[config.mk]
export PLATFORM = sky130hd
export DESIGN_NAME = fetch_unit
export DESIGN_NICKNAME = d
export VERILOG_FILES = /design/src/rtl/fetch_unit.sv
export SDC_FILE = /design/constraint.sdc
export NUM_CORES = 1
export LEC_CHECK = 0
export CORE_UTILIZATION = 40
export DETAILED_ROUTE_END_ITERATION = 6
export PLACE_DENSITY = 0.75
export SLEW_MARGIN = 10
export SYNTH_ARGS = -nofsm -noshare
export SYNTH_HDL_FRONTEND = slang
export SYNTH_SLANG_ARGS = --single-unit
[constraint.sdc]
create_clock -name clk -period 1.5 [get_ports clk]
set_input_delay 0.15 -clock clk [delete_from_list [all_inputs] [get_ports clk]]
set_output_delay 0.15 -clock clk [all_outputs]
set_load 0.01 [all_outputs]
[src/rtl/fetch_unit.sv]
// fetch_unit: instruction fetch stage in front of a combinational program ROM.
// Reads an opcode byte and an operand byte, assembles them into ir and offers
// the result to the decoder through a valid/ready handshake. A jump from the
// execute stage redirects the PC in any state. The run input gates new fetches.
module fetch_unit #(
    parameter int                ADRS_W   = 8,
    parameter int                DATA_W   = 8,
    parameter logic [ADRS_W-1:0] RESET_PC = '0
) (
    input  logic                  clk,
    input  logic                  rst,
    input  logic                  run,
    output logic [ADRS_W-1:0]     rom_adrs,
    output logic                  rom_rd,
    input  logic [DATA_W-1:0]     rom_dout,
    output logic [2*DATA_W-1:0]   ir,
    output logic [ADRS_W-1:0]     op_pc,
    output logic                  ir_valid,
    input  logic                  ir_ready,
    input  logic                  jmp_en,
    input  logic [ADRS_W-1:0]     jmp_adrs
);

    typedef enum logic [1:0] {
        IDLE  = 2'd0,
        F_OP  = 2'd1,
        F_ARG = 2'd2,
        HOLD  = 2'd3
    } state_t;

    state_t               state_q, state_d;
    logic [ADRS_W-1:0]    pc_q, pc_d;
    logic [2*DATA_W-1:0]  ir_q, ir_d;
    logic [ADRS_W-1:0]    op_pc_q, op_pc_d;
    logic                 ir_valid_q, ir_valid_d;

    // Next-state logic: a jump overrides everything, otherwise walk the fetch sequence.
    always_comb begin
        state_d    = state_q;
        pc_d       = pc_q;
        ir_d       = ir_q;
        op_pc_d    = op_pc_q;
        ir_valid_d = ir_valid_q;

        if (jmp_en) begin
            pc_d       = jmp_adrs;
            ir_valid_d = 1'b0;
            state_d    = run ? F_OP : IDLE;
        end else begin
            case (state_q)
                IDLE: begin
                    if (run) begin
                        state_d = F_OP;
                    end
                end
                F_OP: begin
                    ir_d[2*DATA_W-1:DATA_W] = rom_dout;
                    op_pc_d                 = pc_q;
                    pc_d                    = pc_q + ADRS_W'(1);
                    state_d                 = F_ARG;
                end
                F_ARG: begin
                    ir_d[DATA_W-1:0] = rom_dout;
                    pc_d             = pc_q + ADRS_W'(1);
                    ir_valid_d       = 1'b1;
                    state_d          = HOLD;
                end
                HOLD: begin
                    if (ir_ready) begin
                        ir_valid_d = 1'b0;
                        state_d    = run ? F_OP : IDLE;
                    end
                end
                default: begin
                    state_d = IDLE;
                end
            endcase
        end
    end

    // State and datapath registers; reset takes effect immediately, even mid-fetch.
    always_ff @(posedge clk or posedge rst) begin
        if (rst) begin
            state_q    <= IDLE;
            pc_q       <= RESET_PC;
            ir_q       <= '0;
            op_pc_q    <= '0;
            ir_valid_q <= 1'b0;
        end else begin
            state_q    <= state_d;
            pc_q       <= pc_d;
            ir_q       <= ir_d;
            op_pc_q    <= op_pc_d;
            ir_valid_q <= ir_valid_d;
        end
    end

    assign rom_adrs = pc_q;
    assign rom_rd   = (state_q == F_OP) || (state_q == F_ARG);
    assign ir       = ir_q;
    assign op_pc    = op_pc_q;
    assign ir_valid = ir_valid_q;

endmodule

==> results.cfg, run 1 <==
[global_routing]
grt_pass1_vias = 1214
gr-total-overflow = 0
track_usage_pct = 18.65
grt_max_degree = 24
grt_pass1_wl_mm = 5.830
antenna_found_initial = 0

[power_and_ir_drop]
power_frac_comb_pct = 49.6
leakage_nw = 1.031
swShare_pct = 32.30
p_int_mw = 3.239
switchingPower_mw = 1.545
ir_drop_v = 0.001056
pwr-share-seq_pct = 34.7
power.total_mw = 4.784
p_clk_share_pct = 15.7
p_per_area_nw_per_um2 = 2007

[placed_design]
dp_hpwl_mm = 2.463
postPlaceCellArea_um2 = 2217
io_buffers = 54
pre_cts_ws_ns = -0.002543
gp_congestion = 0.7808

[timing]
period_needed_ns = 1.441
timing.fmax_mhz = 694.1
slew_viol_final = 0
fin_ws_ns = 0.05925
slew_headroom_pct = 80.15
finalCritPeriodShare_pct = 96.05
setup_viol = 0
worst_slew_pin_slew_ns = 0.2978
rsz0062_at_grt = yes
clock_skew_ns = 0.005439
hold_violations = 0

[floorplan]
die_h_um = 65.45
die_area_um2 = 4284
boundaryPins = 55
die_w_um = 65.45
rows = 22
core-area_um2 = 3771
start_util_pct = 42.70

[worst_setup_path]
cp-startpoint = state_q[0]
worstPathMaxFanout = 3
reg2reg_depth = 6
r2r_start = state_q[0]
rr_endpoint = state_q[0]
worstSetupPathType = reg2reg
cp.arrival_ns = 1.62
r2r_setup_slack_ns = 0.06
cp.required_ns = 1.68
end_kind = register
start_kind = register
endpoint = state_q[0]

[synth]
synth-seq-cells = 35
synth_edf_count = 0
synth_cell_type_count = 27
synth_area_leaders = dfrtp_1 (54%), mux2_2 (9.8%), mux2_4 (9.3%)
synthCells = 120
yosysTopAreaCell = dfrtp_1
synth_most_common_cell = dfrtp_1
yosys.area.top_type_share_pct = 54.39
ys_warn_count = 0
synth.yosys.seq_area_share_pct = 54.39
synth_fp_nets = 147
synthFlopType = dfrtp_1
syn_avg_cell_area_um2 = 13.42
async_flop_share_pct = 100.0
synthesis.area_um2 = 1610
ys_top_cells_by_count = dfrtp_1 (35), mux2_2 (14), mux2_4 (10), nand2_1 (10)

[route]
via_count = 1155
dr.pass1.iters = 4
finalWirelength_mm = 3.481
wl_per_cell_um = 14.88
dr.first_iter.drc_count = 33
viasPerCell = 4.936
drtAntennaViolNets = 0
route.detailed.drc = 0

[clock_network]
cts_tree = yes
cts_hold_buf = 0
htree_levels = 2
cts.clk_slew.worst_paths_ns = 0.07
clock_sinks = 35
cts.path.max_buffers = 2
clk_latency_ns = 0.29
cts_buffers = 5
root_buffer = clkbuf_8

[final_layout]
num-fill-cells = 281
area_delta_synth_final_pct = 48.02
fin_nets = 212
drive_above_1_share_pct = 30.11
final_area_um2 = 2384
insertedDiodeCount = 0

[status]
status = complete, no violations

[flow_run]
drv_cap = 0

[min_path]
hold_class = in2async
## placed cells by master (no fill, tap or decap), types with 3 or more instances in the layout
master / Yosys / layout
buf_4: 1 / 6
mux2_2: 14 / 14
ha_1: 6 / 3
nand2_1: 10 / 10
o21ai_0: 6 / 6
xnor2_1: 3 / 3
xor2_1: 4 / 4
nand4_1: 4 / 4
mux2_4: 10 / 10
nor2_1: 5 / 5
clkdlybuf4s50_1: 0 / 53
dfrtp_2: 0 / 5
dfrtp_1: 35 / 30
clkbuf_8: 0 / 7
## metal layers
metal | track usage [%] | share of wire (%)
met3 | 5.208 | 6.5
met5 | 0 | 0
met2 | 29.25 | 44
met1 | 23.62 | 48
met4 | 8.967 | 1.4
## power groups by stage
| stage | clock, mW | sequential [mW] | combinational (mW) |
|---|---|---|---|
| after global placement | 0 | 1.65 | 2.20 |
| after CTS | 0.770 | 1.66 | 2.32 |
| after detailed placement | 0 | 1.69 | 2.24 |
| after floorplan | 0 | 1.81 | 1.05 |
| after global routing | 0.814 | 1.71 | 2.55 |
| final | 0.752 | 1.66 | 2.37 |
## what timing repair did
action                                  in CTS  in global routing
pin swaps                                    0                  1
gates resized for setup                      8                  8
cloned                                       0                  1
endpoints found under the setup margin       5                 12
buffers inserted                             2                  0
## worst min path at each step
stage | startpoint | to | slack [ns] | depth (start not counted)
5_1_grt | rst | ir[12] | 0.20 | 3
2_1_floorplan | jmp_adrs[0] | rom_adrs[0] | 0.27 | 2
4_1_cts | rst | ir[10] | 0.18 | 3
6_report | rst | ir[12] | 0.18 | 3
3_3_place_gp | rst | ir[12] | 0.48 | 3
3_5_place_dp | rst | ir[10] | 0.49 | 3
## through the flow
stage / setup TNS [ns] / util [%] / cells / hold slack [ns]
after global placement: 0 / 58.79 / 223 / 0.4797
after floorplan: 0 / - / 120 / 0.2710
final: 0 / 63.21 / 234 / 0.1759
after CTS: 0 / 62.51 / 233 / 0.1845
after global routing: -0.01038 / 63.21 / 234 / 0.2013
after detailed placement: -0.003866 / 58.79 / 223 / 0.4927
## sequential cells by signal, indices dropped and copies added, names as in the netlist
register,count
ir,16
ir_valid,1
op_pc,8
rom_adrs,8
state_q,2
## worst max-delay path, stage by stage, from the launching register on
cell	delay [ns]
dfrtp_1	0.41
buf_6	0.14
ha_4	0.16
inv_4	0.06
o22ai_4	0.08
a22o_1	0.18
a221o_1	0.29
## final cells by class
cell class                 count  area [um^2]  area share [%]
multi-input combinational     76        713.2           29.92
inverter                       6        32.53           1.365
timing repair buffer          61        591.8           24.83
sequential                    35        882.1           37.01
clock inverter                 1        7.507          0.3150
clock buffer                   7        96.34           4.042
tap                           48        60.06           2.520
## cell families (layout without fill, tap and decap cells)
logic type	Yosys count	in the layout	share of synthesized area (%)
flops	35	35	54.39
mux	26	26	20.36
simple gates	23	24	7.382
compound gates	13	13	4.818
buf+inv	10	75	4.584
xor+xnor	7	7	3.807
fa+ha+maj	6	6	4.662
Power figures use the tool's default switching activity.
==> run 2: changes to the inputs <==
Settings changed: CELL_PAD_IN_SITES_DETAIL_PLACEMENT set to 0, CELL_PAD_IN_SITES_GLOBAL_PLACEMENT set to 1, CORE_UTILIZATION 40 to 32, CTS_CLUSTER_DIAMETER set to 200, PLACE_DENSITY 0.75 to not set, PLACE_DENSITY_LB_ADDON set to 0.1, REMOVE_ABC_BUFFERS set to 1.
==> run 2 against run 1 <==
Maximum frequency fell by 2.2%. Via count decreased by 0.95%. First-iteration DRC count rose by 64%. Highest routed layer unchanged. Critical path depth stayed put. Flip-flop and latch count unchanged. Global-route usage shrank 3.9 points. Setup slack lost 0.032 ns. Sequential power about the same. Critical endpoint unchanged. Clock-buffer cell count stayed put. Critical path type unchanged. Routed wire length increased by 0.23%.
==> results.cfg, run 2 (synthesis results as in run 1) <==
[placed_design]
dp_hpwl_mm = 2.290
gp_congestion = 0.7751
io_buffers = 54
pre_cts_ws_ns = -0.08981

[timing]
slew_viol_final = 0
finalCritPeriodShare_pct = 98.21
timing.fmax_mhz = 678.8
fin_ws_ns = 0.02689
hold_violations = 0
worst_slew_pin_slew_ns = 0.4456
hold_slack_ns = 0.2718
period_needed_ns = 1.473
tns_ns = 0
clock_skew_ns = 0.006144
rsz0062_at_grt = yes
slew_headroom_pct = 70.29
setup_viol = 0

[route]
dr.pass1.iters = 2
dr.first_iter.drc_count = 54
wl_per_cell_um = 13.47
route.detailed.drc = 0
drtAntennaViolNets = 0
finalWirelength_mm = 3.489
via_count = 1144
viasPerCell = 4.417

[worst_setup_path]
cp.arrival_ns = 1.64
worstSetupPathType = reg2reg
end_kind = register
cp.required_ns = 1.66
start_kind = register
worstPathMaxFanout = 3
reg2reg_depth = 6

[power_and_ir_drop]
p_per_area_nw_per_um2 = 1975
leakage_nw = 1.062
ir_drop_v = 0.001065

[clock_network]
cts_hold_buf = 0
root_buffer = clkbuf_8
cts_buffers = 5
clock_sinks = 35
clk_latency_ns = 0.28
cts.clk_slew.worst_paths_ns = 0.07
htree_levels = 2
cts.path.max_buffers = 2
cts_tree = yes

[global_routing]
grt_max_degree = 36
grt_pass1_vias = 1120
grt_pass1_wl_mm = 5.740
track_usage_pct = 14.78
gr-total-overflow = 0
antenna_found_initial = 0

[status]
status = complete, no violations

[final_layout]
area_delta_synth_final_pct = 51.52
final_common_cell = clkdlybuf4s50_1
drive_above_1_share_pct = 30.73
fin_nets = 218
largest_register_ffs = 16
insertedDiodeCount = 0
layout_common_cells = clkdlybuf4s50_1 (53), dfrtp_1 (32), mux2_2 (14)

[floorplan]
die_w_um = 72.94
core-area_um2 = 4786
rows = 25
boundaryPins = 55
die_h_um = 72.94
die_area_um2 = 5320
start_util_pct = 33.65

[flow_run]
drv_cap = 0

[min_path]
hold_class = in2async
==> run 2: changes by cell type in the layout (fill, tap and decap cells not counted), moves of 2 or more <==
cell      change
dfrtp_2       -2
clkbuf_8      -2
dfrtp_1       +2
buf_4         +6
clkbuf_1      +2
==> run 2: timing repair <==
item | 4_1_cts | 5_1_grt
endpoints found under the setup margin | 5 | 18
endpoints found under the hold margin | 0 | 0
resized for setup | 9 | 11
cloned | 1 | 0
buffers inserted | 1 | 0
pin swaps | 2 | 2
==> run 2: final cells by class <==
type | instances | area, um^2
sequential | 35 | 879.6
inverter | 6 | 30.03
clock buffer | 7 | 76.32
multi-input combinational | 76 | 723.2
fill | 431 | 2346
tap | 67 | 83.83
timing repair buffer | 67 | 641.9
clock inverter | 1 | 5.005
==> run 2: per-stage QoR <==
step | std cells | area, um^2 | total power, mW | utilization, %
3_3_place_gp | 249 | 2281 | 3.972 | 47.66
6_report | 259 | 2440 | 4.818 | 50.98
5_1_grt | 259 | 2440 | 5.140 | 50.98
2_1_floorplan | 116 | 1567 | 2.727 | -
4_1_cts | 259 | 2415 | 4.816 | 50.46
3_5_place_dp | 249 | 2281 | 4.007 | 47.66
==> run 2: path summary, 6_finish.rpt <==
check	slack, ns	to	start
hold reg to reg	0.50	ir[0]	ir[0]
setup / recovery	0.03	state_q[0]	state_q[0]
min in group clk	0.41	rom_adrs[3]	jmp_adrs[3]
hold / removal	0.27	op_pc[2]	rst
setup reg to reg	0.03	state_q[0]	state_q[0]
max in group asynchronous	0.89	rom_adrs[0]	rst
==> run 2: where the power goes <==
group          internal, mW  switching [mW]  total (mW)
registers              1.36           0.278        1.64
logic                  1.59           0.936        2.53
clock network         0.326           0.328       0.653
==> run 2: worst max-delay path, stage by stage, from the launching register on <==
cell	delay [ns]
dfrtp_1	0.41
buf_6	0.13
ha_2	0.18
inv_2	0.07
o22ai_4	0.08
a22o_1	0.18
a221o_1	0.29
==> run 2: metal layers <==
layer / part of all wire (%) / routed length, um / vias to the layer above / global-route usage [%]
met2: 46 / 1615 / 37 / 22.53
met4: 0.86 / 30 / 0 / 5.882
li1: - / - / 561 / -
met1: 48 / 1684 / 542 / 19.58
met5: 0 / 0 / - / 0
met3: 4.6 / 159 / 4 / 4.558
==> run 3: changes to the inputs <==
Settings changed: SKIP_CTS_REPAIR_TIMING set to 1.
==> run 3 against run 2 <==
Combinational power increased by 2%. The run now ends with setup timing left. Sequential power is essentially flat. Highest routed layer unchanged. Cell count rose by 0.39%. Routed wire length up 0.40%. Register-to-register slack worse by 0.04 ns. Critical path depth stayed put. Global-route usage decreased by 0.77 points. Clock power increased by 1%. Cell area rose by 1.2%. Largest power group unchanged. Core utilization rose by 0.63 points. Via count up 1.1%.
==> results.cfg, run 3 (synthesis results as in run 1) <==
[clock_network]
htree_levels = 2
cts.clk_slew.worst_paths_ns = 0.07
cts.path.max_buffers = 2
clock_sinks = 35
root_buffer = clkbuf_8
cts_buffers = 5
clk_latency_ns = 0.29
cts_tree = yes

[final_layout]
layout_common_cells = clkdlybuf4s50_1 (53), dfrtp_1 (32), mux2_2 (14)
final_common_cell = clkdlybuf4s50_1
largest_register_ffs = 16
num-fill-cells = 428
area_delta_synth_final_pct = 53.38
fin_cells = 260
insertedDiodeCount = 0
drive_above_1_share_pct = 31.61
fin_nets = 219

[floorplan]
core-area_um2 = 4786
boundaryPins = 55
die_h_um = 72.94
rows = 25
die_area_um2 = 5320
start_util_pct = 33.65
die_w_um = 72.94

[global_routing]
gr-total-overflow = 0
track_usage_pct = 14.01
grt_pass1_wl_mm = 5.464
antenna_found_initial = 0
grt_pass1_vias = 1080
grt_max_degree = 36

[worst_setup_path]
r2r_setup_slack_ns = -0.009
worstPathMaxFanout = 4
slowest_stage = dfrtp_1
cp.required_ns = 1.67
reg2reg_depth = 6
end_kind = register
cp_top_family = compound AO/OA/AOI/OAI gates
cp_cell_sequence = buf_6 -> ha_4 -> inv_4 -> o22ai_4 -> a22o_1 -> a221o_1
start_kind = register
critPathMaxStageDelay_ns = 0.44
rr_endpoint = state_q[0]
r2r_start = state_q[0]
worstSetupPathType = reg2reg
cp.arrival_ns = 1.68
critPathBufInv = 2

[timing]
slew_viol_final = 0
clock_skew_ns = 0.007195
slew_headroom_pct = 70.40
fin_ws_ns = -0.009488
timing.fmax_mhz = 662.5
hold_violations = 0
period_needed_ns = 1.509
finalCritPeriodShare_pct = 100.6
rsz0062_at_grt = yes
setup_viol = 1
worst_slew_pin_slew_ns = 0.4440

[placed_design]
dp_hpwl_mm = 2.290
gp_congestion = 0.7751
placedCellCount = 249
io_buffers = 54
pre_cts_ws_ns = -0.08981

[status]
status = finished, violations left
violations = setup timing

[power_and_ir_drop]
ir_drop_v = 0.001122
p_per_area_nw_per_um2 = 1974
leakage_nw = 1.075

[route]
via_count = 1157
wl_per_cell_um = 13.47
dr.first_iter.drc_count = 51
dr.pass1.iters = 4
viasPerCell = 4.450
finalWirelength_mm = 3.503
route.detailed.drc = 0
drtAntennaViolNets = 0

[flow_run]
drv_cap = 0

[min_path]
hold_class = in2async
-- run 3: worst min-delay path, cell delays in order --
cell	delay [ns]
clkdlybuf4s50_1	0.40
inv_1	0.05
buf_4	0.39
-- run 3: layer usage --
layer	track usage (%)	up-vias	share of wire [%]
met4	5.882	0	1.2
met2	21.08	41	47
li1	-	562	-
met3	4.558	5	5.1
met1	18.53	549	47
met5	0	-	0
-- run 3: layout make-up --
cell class                 count  area (um^2)  share of cell area, %
sequential                    35        879.6                  35.61
multi-input combinational     76        740.7                  29.99
timing repair buffer          68        651.9                  26.39
tap                           67        83.83                  3.394
clock buffer                   7        76.32                  3.090
inverter                       6        32.53                  1.317
clock inverter                 1        5.005                 0.2026
-- run 3: worst max path at each step --
| stage | from | end | slack (ns) | cells after the start |
|---|---|---|---|---|
| 6_report | state_q[0] | state_q[0] | -0.009 | 6 |
| 3_3_place_gp | state_q[0] | rom_rd | -0.04 | 3 |
| 2_1_floorplan | state_q[1] | rom_adrs[5] | -0.08 | 6 |
| 5_1_grt | state_q[0] | state_q[0] | -0.08 | 6 |
| 4_1_cts | state_q[0] | rom_rd | -0.41 | 3 |
| 3_5_place_dp | state_q[0] | rom_rd | -0.09 | 3 |
-- run 3: report_power, final --
part	leakage, nW	internal (mW)	switching (mW)
Sequential	0.418	1.36	0.283
Clock	0.0422	0.326	0.335
Combinational	0.614	1.63	0.946
-- run 3: per-stage QoR --
| step | utilization, % | instance area, um^2 | hold slack (ns) | power (mW) | setup TNS, ns |
|---|---|---|---|---|---|
| 6_report | 51.61 | 2470 | 0.2726 | 4.875 | -0.009488 |
| 5_1_grt | 51.61 | 2470 | 0.3019 | 5.207 | -0.2150 |
| 4_1_cts | 49.36 | 2362 | 0.2791 | 4.687 | -0.6588 |
| 3_5_place_dp | 47.66 | 2281 | 0.4923 | 4.007 | -0.4259 |
| 3_3_place_gp | 47.66 | 2281 | 0.4874 | 3.972 | -0.4269 |
| 2_1_floorplan | - | 1567 | 0.2164 | 2.727 | -0.1327 |
